File: config.mk
export PLATFORM = sky130hd
export DESIGN_NAME = activation_array
export DESIGN_NICKNAME = d
export VERILOG_FILES = /design/src/rtl/activation_array.sv
export SDC_FILE = /design/constraint.sdc
export NUM_CORES = 2
export LEC_CHECK = 0
export ABC_CLOCK_PERIOD_IN_PS = 5450
export CAP_MARGIN = 20
export CELL_PAD_IN_SITES_DETAIL_PLACEMENT = 0
export CELL_PAD_IN_SITES_GLOBAL_PLACEMENT = 1
export CORE_AREA = 2 2 484 486
export CTS_CLUSTER_SIZE = 24
export DETAILED_ROUTE_END_ITERATION = 10
export DIE_AREA = 0 0 486 488
export PLACE_DENSITY_LB_ADDON = 0.1
export SLEW_MARGIN = 20
export SYNTH_ARGS = -nofsm -noshare
export SYNTH_HDL_FRONTEND = slang
export SYNTH_SLANG_ARGS = --single-unit
File: constraint.sdc
create_clock -name clk -period 5.45 [get_ports clk]
set_input_delay 0.8175 -clock clk [delete_from_list [all_inputs] [get_ports clk]]
set_output_delay 0.8175 -clock clk [all_outputs]
set_load 0.02 [all_outputs]
File: src/rtl/activation_array.sv
// activation_array
//   Array of NUM_CH integrate-and-fire channels. It accepts one input-current
//   vector per timestep through a valid/ready handshake. Each channel
//   integrates the current into a saturating membrane potential. A channel
//   fires when the potential reaches its signed threshold, then resets to the
//   remainder (soft) or to zero (hard). Spikes are counted over a window of
//   num_steps timesteps, and a run/done FSM sequences the window.
//
// Ports
//   clk, rstn            clock, asynchronous active-low reset
//   start                pulse: clear channel state, latch num_steps/reset_mode
//   num_steps            timesteps per window (sampled on start)
//   reset_mode           0 = soft (subtract threshold), 1 = hard (to zero)
//   threshold            packed signed per-channel thresholds
//   membrane_potential   packed unsigned per-channel input currents
//   in_valid / in_ready  timestep handshake
//   out_valid/out_spike  registered per-step spike vector (one-cycle pulse)
//   accumulated_spikes   packed saturating per-channel spike counts
//   busy / done          window in progress / window complete
//
// state   | meaning
// --------+---------------------------------------------------------
// ST_IDLE | no window programmed since reset; inputs ignored
// ST_RUN  | window active; each in_valid cycle is one timestep
// ST_DONE | window complete; counts frozen until the next start

module activation_array #(
    parameter int NUM_CH      = 32,
    parameter int DATA_WIDTH  = 16,
    parameter int TIMER_WIDTH = 5
) (
    input  logic                          clk,
    input  logic                          rstn,
    input  logic                          start,
    input  logic [TIMER_WIDTH-1:0]        num_steps,
    input  logic                          reset_mode,
    input  logic [NUM_CH*DATA_WIDTH-1:0]  threshold,
    input  logic [NUM_CH*DATA_WIDTH-1:0]  membrane_potential,
    input  logic                          in_valid,
    output logic                          in_ready,
    output logic                          out_valid,
    output logic [NUM_CH-1:0]             out_spike,
    output logic [NUM_CH*TIMER_WIDTH-1:0] accumulated_spikes,
    output logic                          busy,
    output logic                          done
);

    typedef enum logic [1:0] {
        ST_IDLE = 2'd0,
        ST_RUN  = 2'd1,
        ST_DONE = 2'd2
    } state_t;

    state_t                 state_q, state_d;
    logic [TIMER_WIDTH-1:0] num_q, num_d;
    logic [TIMER_WIDTH-1:0] step_q, step_d;
    logic                   mode_q, mode_d;
    logic                   valid_q, valid_d;
    logic [TIMER_WIDTH-1:0] step_inc;
    logic                   accept;

    // start wins over a simultaneous in_valid, so that step is never taken.
    assign accept   = (state_q == ST_RUN) && in_valid && !start;
    assign step_inc = step_q + 1'b1;

    always_ff @(posedge clk or negedge rstn) begin
        if (!rstn) begin
            state_q <= ST_IDLE;
            num_q   <= '0;
            step_q  <= '0;
            mode_q  <= 1'b0;
            valid_q <= 1'b0;
        end else begin
            state_q <= state_d;
            num_q   <= num_d;
            step_q  <= step_d;
            mode_q  <= mode_d;
            valid_q <= valid_d;
        end
    end

    always_comb begin
        state_d = state_q;
        num_d   = num_q;
        step_d  = step_q;
        mode_d  = mode_q;
        valid_d = 1'b0;
        if (start) begin
            num_d   = num_steps;
            mode_d  = reset_mode;
            step_d  = '0;
            state_d = (num_steps == '0) ? ST_DONE : ST_RUN;
        end else if (accept) begin
            step_d  = step_inc;
            valid_d = 1'b1;
            // step_q stays below num_q while running, so step_inc never wraps here
            if (step_inc == num_q) begin
                state_d = ST_DONE;
            end
        end
    end

    assign in_ready  = (state_q == ST_RUN);
    assign busy      = (state_q == ST_RUN);
    assign done      = (state_q == ST_DONE);
    assign out_valid = valid_q;

    for (genvar g = 0; g < NUM_CH; g++) begin : g_ch
        logic signed [DATA_WIDTH-1:0] thr;
        logic [DATA_WIDTH-1:0]        cur;
        logic [DATA_WIDTH:0]          sum;
        logic [DATA_WIDTH:0]          rem;
        logic [DATA_WIDTH-1:0]        pot_q, pot_d;
        logic [TIMER_WIDTH-1:0]       cnt_q, cnt_d;
        logic                         spike_q, spike_d;

        assign thr = threshold[g*DATA_WIDTH +: DATA_WIDTH];
        assign cur = membrane_potential[g*DATA_WIDTH +: DATA_WIDTH];
        assign sum = {1'b0, pot_q} + {1'b0, cur};
        // Only used when thr is positive, so the zero-extended threshold is exact.
        assign rem = sum - {1'b0, thr};

        always_comb begin
            spike_d = 1'b0;
            pot_d   = pot_q;
            cnt_d   = cnt_q;
            if (thr[DATA_WIDTH-1] || (thr == '0)) begin
                pot_d = '0;
            end else if (sum >= {1'b0, thr}) begin
                spike_d = 1'b1;
                if (mode_q) begin
                    pot_d = '0;
                end else begin
                    pot_d = rem[DATA_WIDTH] ? '1 : rem[DATA_WIDTH-1:0];
                end
                if (cnt_q != '1) begin
                    cnt_d = cnt_q + 1'b1;
                end
            end else begin
                pot_d = sum[DATA_WIDTH] ? '1 : sum[DATA_WIDTH-1:0];
            end
        end

        always_ff @(posedge clk or negedge rstn) begin
            if (!rstn) begin
                pot_q   <= '0;
                cnt_q   <= '0;
                spike_q <= 1'b0;
            end else if (start) begin
                pot_q   <= '0;
                cnt_q   <= '0;
                spike_q <= 1'b0;
            end else if (accept) begin
                pot_q   <= pot_d;
                cnt_q   <= cnt_d;
                spike_q <= spike_d;
            end
        end

        assign out_spike[g]                                   = spike_q;
        assign accumulated_spikes[g*TIMER_WIDTH +: TIMER_WIDTH] = cnt_q;
    end

endmodule

Word level (Yosys, flattened, before mapping)
Cells that the tools add are included.
{"block": "op_classes", "n_addsub": 97, "order_cmp": 32, "eq_ne": 67, "muxes": 520, "reduce_logical": 167}
{"operator": "$mux W16", "n": 224}
{"operator": "$mux W5", "n": 162}
{"operator": "$add A16 B16 Y17", "n": 32}
{"operator": "$ge A17 B16 Y1", "n": 32}
{"operator": "$sub A17 B16 Y17", "n": 32}
{"operator": "$logic_not A16 Y1", "n": 32}
{"operator": "$add A5 B1 Y5 const B", "n": 33}
{"operator": "$ne A5 B5 Y1 const B", "n": 32}
{"operator": "$reduce_bool A2 Y1", "n": 66}
{"operator": "$mux W1", "n": 130}
{"operator": "$reduce_and A4 Y1", "n": 32}
{"operator": "$ne A2 B2 Y1 const B", "n": 32}
{"operator": "$logic_or A1 B1 Y1", "n": 32}
{"operator": "$mux W2", "n": 4}
{"operator": "$eq A5 B5 Y1", "n": 1}
{"operator": "$logic_not A5 Y1", "n": 1}
{"operator": "$eq A2 B1 Y1 const B", "n": 1}
{"operator": "$eq A2 B2 Y1 const B", "n": 1}
{"operator": "$logic_and A1 B1 Y1", "n": 2}
{"operator": "$reduce_and A2 Y1", "n": 1}
{"operator": "$logic_not A1 Y1", "n": 1}
{"block": "totals", "register_bits": 718, "out_inout_bits": 196, "elab_cells": 984}

Depth between registers and ports, before layout
{"block": "depth", "ltp_word": 8, "ltp_mapped": 23, "depth_no_buf": 21}

Least setup slack after synthesis
No wires, ideal clock.
{"block": "synth_timing", "path_kind": "input to register", "from": "in membrane_potential[497]", "to": "reg g_ch[31].pot_q[14]", "setup_ns": 0.126, "arrival_time_ns": 4.909, "slack_ns": 0.415, "cell_stages": 22, "cell_sequence": "ha_1 -> a21o_1 -> a21oi_1 -> nor2b_1 -> or4_1 -> a31oi_1 -> a21oi_1 -> a21o_1 -> a21oi_1 -> xnor2_1 -> ha_1 -> a21oi_1 -> nor2_1 -> a211o_1 -> or2_2 -> a21oi_1 -> and2_1 -> or3_1 -> clkbuf_1 -> buf_2 -> a21oi_1 -> a221o_1"}
{"block": "synth_via", "elab_chain_cells": 8, "word_cells_on_any_way": 10, "classes_between": "2 x add/sub; 1 x order compare; 7 x mux"}
{"item": "start, declared", "line_no": "38", "rtl": "input logic [NUM_CH*DATA_WIDTH-1:0] membrane_potential,"}
{"item": "$add A16 B16 Y17 (*)", "line_no": "119", "rtl": "assign sum = {1'b0, pot_q} + {1'b0, cur};"}
{"item": "$sub A17 B16 Y17", "line_no": "121", "rtl": "assign rem = sum - {1'b0, thr};"}
{"item": "$mux W16", "line_no": "134", "rtl": "pot_d = rem[DATA_WIDTH] ? '1 : rem[DATA_WIDTH-1:0];"}
{"item": "$mux W16", "line_no": "131", "rtl": "if (mode_q) begin"}
{"item": "$mux W16 (*)", "line_no": "129", "rtl": "end else if (sum >= {1'b0, thr}) begin"}
{"item": "$mux W16 (*)", "line_no": "127", "rtl": "if (thr[DATA_WIDTH-1] || (thr == '0)) begin"}
{"item": "$mux W16 (*)", "line_no": "153", "rtl": "end else if (accept) begin"}
{"item": "$mux W16 (*)", "line_no": "149", "rtl": "end else if (start) begin"}
{"item": "end signal, assigned", "line_no": "154", "rtl": "pot_q <= pot_d;"}
{"item": "end, declared", "line_no": "113", "rtl": "logic [DATA_WIDTH-1:0] pot_q, pot_d;"}
Every way passes the cells marked *; elsewhere a longest branch is shown, timed or not. The select of a mux whose other input is x is not followed.
A chain may end at the register's enable or synchronous reset.

Worst setup path after layout
{"block": "layout_timing", "from": "in membrane_potential[496]", "to": "reg g_ch[31].pot_q[5]"}
The elaborated chain is that of the path after synthesis.

==> results.md <==
* Outcome: finished clean
* Seq/Total Area, Yosys at between 20 and 25%
* Reg2reg end: g_ch[31].pot_q[5]
* Reg2reg path depth at 21
* Post-synthesis average cell area at ~8.1 um2
* Worst path setup slack after routing at between 0.3 and 0.4 ns
* Die outline area at between 200,000 and 250,000 um2
* Area of the core at 231,900 um2
* Buffers on Ports at 1,229
* Clk slew on worst S/H paths at around 0.06 ns
* Root Buffer: clkbuf_16
* Worst hold path class: primary input to asynchronous set/reset pin
* Cell type of the slowest stage on the worst timing path: clkdlybuf4s50_1
* Vias per cell at 5.475
* Arrival time at the worst endpoint at approximately 5.7 ns
* Max-capacitance violation count at 0
* Area leader, netlist: dfrtp_1
* Series of cell instances along the critical path: clkdlybuf4s50_1 > ha_1 > a21o_1 > a21oi_1 > nor2b_1 > or4_1 > a31oi_1 > a21oi_1 > a21o_1 > a21oi_1 > xnor2_1 > ha_1 > a21oi_1 > nor2_1 > a211o_1 > or2_2 > a21oi_1 > and2_1 > or3_1 > buf_4 > a21oi_1 > a221o_1
* Maximum achievable frequency at a little under 200 MHz
* Overall routed net length at 338,500 um
* Routability-driven placement congestion ratio at ~0.94
* Clock sink total at ~720
* Share of flip-flops with an asynchronous set or reset at 100.0%
* Power Dens Cells at 268.3 nW/um2
* Number of buffers inserted by hold repair at cts at 0
* Drt first pass iters at 6
* Unrepaired setup endpoints after global routing: no
* Remaining Overflow, GRT at 0
* Fin. Hold Viols at 0
* Source-to-sink clock delay at the later pin of the worst-skew pair at 0.77 ns
* Total CTS buffers at between 100 and 150
* Total vias in the final route at about 82,000
* Critical path class: primary input to register
* Final period demand of the worst path at between 5 and 6 ns
* Y dimension of the die at just under 500 um
* Tightest Pin Transition at a little under 1 ns
* Top delay family on crit path: compound AO/OA/AOI/OAI gates
* H-tree levels at 3
* Cell area after synthesis at roughly 81,000 um2
* Max_slew headroom at approximately 34%
* Count of flip-flops with a built-in enable after synthesis at 0
* Final setup violation count at 0
* Post-CTS setup repair buffer count at 0
* Top area cells in the synthesized netlist: dfrtp_1 22%, ha_1 17%, xnor2_1 6.5%, a21oi_1 5.0%, inv_1 4.2%
* Pins over their slew limit at 0
* Post-synthesis to final-layout area growth at 30.02%
* Crit start category: primary input
* Remaining antenna violation count at 0
* Maximum clock path buffer count at 3
* Clock tree from TritonCTS: yes
* Synth unique cells at between 100 and 150
* Number of cells upsized or downsized after cts at 0
* Cells after Synth at a little over 10,000
* Width of the die at roughly 490 um
* Top Ports at 1,230
* Count of nets after finishing at around 14,000
* Initial antenna violation count at between 150 and 200
* Area of all placed cells without fillers at around 110,000 um2
* Total buffers and inverters traversed by the critical path at 2
* Initial Utilization at 35.07%
* Skew final at approximately 0.040 ns
* Row count at 177
* Final cell utilization of the core at 45.60%
* Count of routing violations after the opening detailed-route iteration at between 5,000 and 6,000
* Post-Place Setup Slack at -0.4045 ns
* Wire length of the first global-routing pass at around 500,000 um
* Total of warnings raised by yosys at 0
* Via count of the first global-routing pass at 81,920
* Wire length per cell at roughly 22 um
* Final HPWL DP at ~280,000 um
* Post-synthesis register bit count at 718
* WP data required at 6.08 ns
* Final worst-path cycle share at 93.11%
* Setup crit start: membrane_potential[496]
* Flop2flop setup slack at 0.51 ns
* Setup crit end kind: register
* Share of final-layout standard cells stronger than drive strength 1 at under 10%
* Worst-case vdd ir drop at 0.2412 mV
* Primary FF master, synth: dfrtp_1
* Crit path top cell by count: a21oi_1
* Area share of the largest cell type after synthesis at between 20% and 30%
* Residual DRC at 0
* Global-route usage over all layers at between 20 and 30%
* Maximum number of pins on one net before global-route repair at between 100 and 150
* Maximum fanout along the worst path at 8
* Leakage Power at around 52 nW
* Post-detailed-placement cell area at slightly above 100,000 um2
* Post-Route Hold Slack at around 0.068 ns
* Post-Syn Nets at around 12,000
* Worst flop-to-flop path startpoint: g_ch[31].pot_q[1]
* CP max stage delay at 0.49 ns
per-stage QoR:
| stage | setup TNS, ns | std cells | total power, mW |
|---|---|---|---|
| final | 0 | 15050 | 28.37 |
| after global routing | 0 | 15030 | 30.40 |
| after CTS | 0 | 14960 | 28.51 |
| after detailed placement | -58.25 | 14770 | 20.89 |
| after global placement | -48.31 | 14770 | 20.77 |
| after floorplan | 0 | 10070 | 15.84 |
report_power, final:
| group | switching, mW | leakage [nW] | internal (mW) | total (mW) |
|---|---|---|---|---|
| clock network | 2.97 | 1.80 | 4.40 | 7.38 |
| logic | 8.19 | 40.3 | 6.86 | 15.0 |
| registers | 0.257 | 9.91 | 5.69 | 5.94 |
cell usage in the layout, fill, tap and decap left out, types with 112 or more instances in the layout:
master | netlist | layout
and3_1 | 112 | 112
a22oi_1 | 213 | 213
nor3_1 | 174 | 174
buf_4 | 35 | 660
clkdlybuf4s50_1 | 0 | 1227
a221o_1 | 159 | 159
nand3_1 | 156 | 156
nor2b_1 | 118 | 118
xnor2_1 | 606 | 606
nor4_1 | 126 | 126
o21a_1 | 190 | 190
dfrtp_1 | 718 | 717
nand2_1 | 791 | 790
a21oi_1 | 814 | 814
nand2b_1 | 121 | 120
o21ai_0 | 652 | 652
inv_1 | 910 | 908
xor2_1 | 306 | 305
nor2_1 | 792 | 790
ha_1 | 1089 | 1089
a21o_1 | 383 | 383
final cells by class:
type | count | area, um2
Sequential cell | 718 | 17970
Tap cell | 3043 | 3807
Multi-Input combinational cell | 8182 | 58810
Timing Repair Buffer | 1919 | 17870
Antenna cell | 90 | 225.2
Clock buffer | 160 | 3204
Inverter | 910 | 3418
Fill cell | 23110 | 126100
Clock inverter | 32 | 425.4
state kept, by name, indices dropped and copies added (netlist names):
register and count:
g_ch.cnt_q 160, g_ch.spike_q 32, mode_q 1, out_valid 1, g_ch.pot_q 512, step_q 5
state_q 2, num_q 5
synthesized netlist by cell type (52+ instances only):
cell type and instances:
ha_1 1089, inv_1 910, a21oi_1 814, nor2_1 792, nand2_1 791, dfrtp_1 718
o21ai_0 652, xnor2_1 606, a21o_1 383, xor2_1 306, a22oi_1 213, o21a_1 190
nor3_1 174, clkbuf_1 171, a221o_1 159, nand3_1 156, nor4_1 126, nand2b_1 121
nor2b_1 118, and3_1 112, a211oi_1 99, o21bai_1 99, nand4_1 96, a31oi_1 94
mux2i_1 73, fa_1 64, or3_1 58, o211ai_1 53, o22ai_1 52
worst max path at each step:
stage | to | slack (ns) | depth (start not counted)
after global routing | g_ch[26].cnt_q[2] | 0.05 | 23
after CTS | g_ch[5].pot_q[14] | 0.41 | 18
after detailed placement | g_ch[5].pot_q[11] | -0.40 | 18
after floorplan | g_ch[31].pot_q[14] | 0.42 | 22
final | g_ch[31].pot_q[5] | 0.38 | 22
after global placement | g_ch[5].pot_q[14] | -0.43 | 18
kinds of logic after synthesis:
kind of cell | share of synthesized area (%)
compound gates | 27.29
flops | 22.10
buf+inv | 5.638
mux | 1.023
xor+xnor | 9.863
fa+ha+maj | 18.33
simple gates | 15.76
per-layer routing:
layer,global-route usage (%),part of all wire (%)
met1,34.19,43
met2,44.97,46
met3,6.282,6.5
met4,13.03,4.7
met5,0,0.24
No activity file was read; power rests on OpenSTA's default activity.
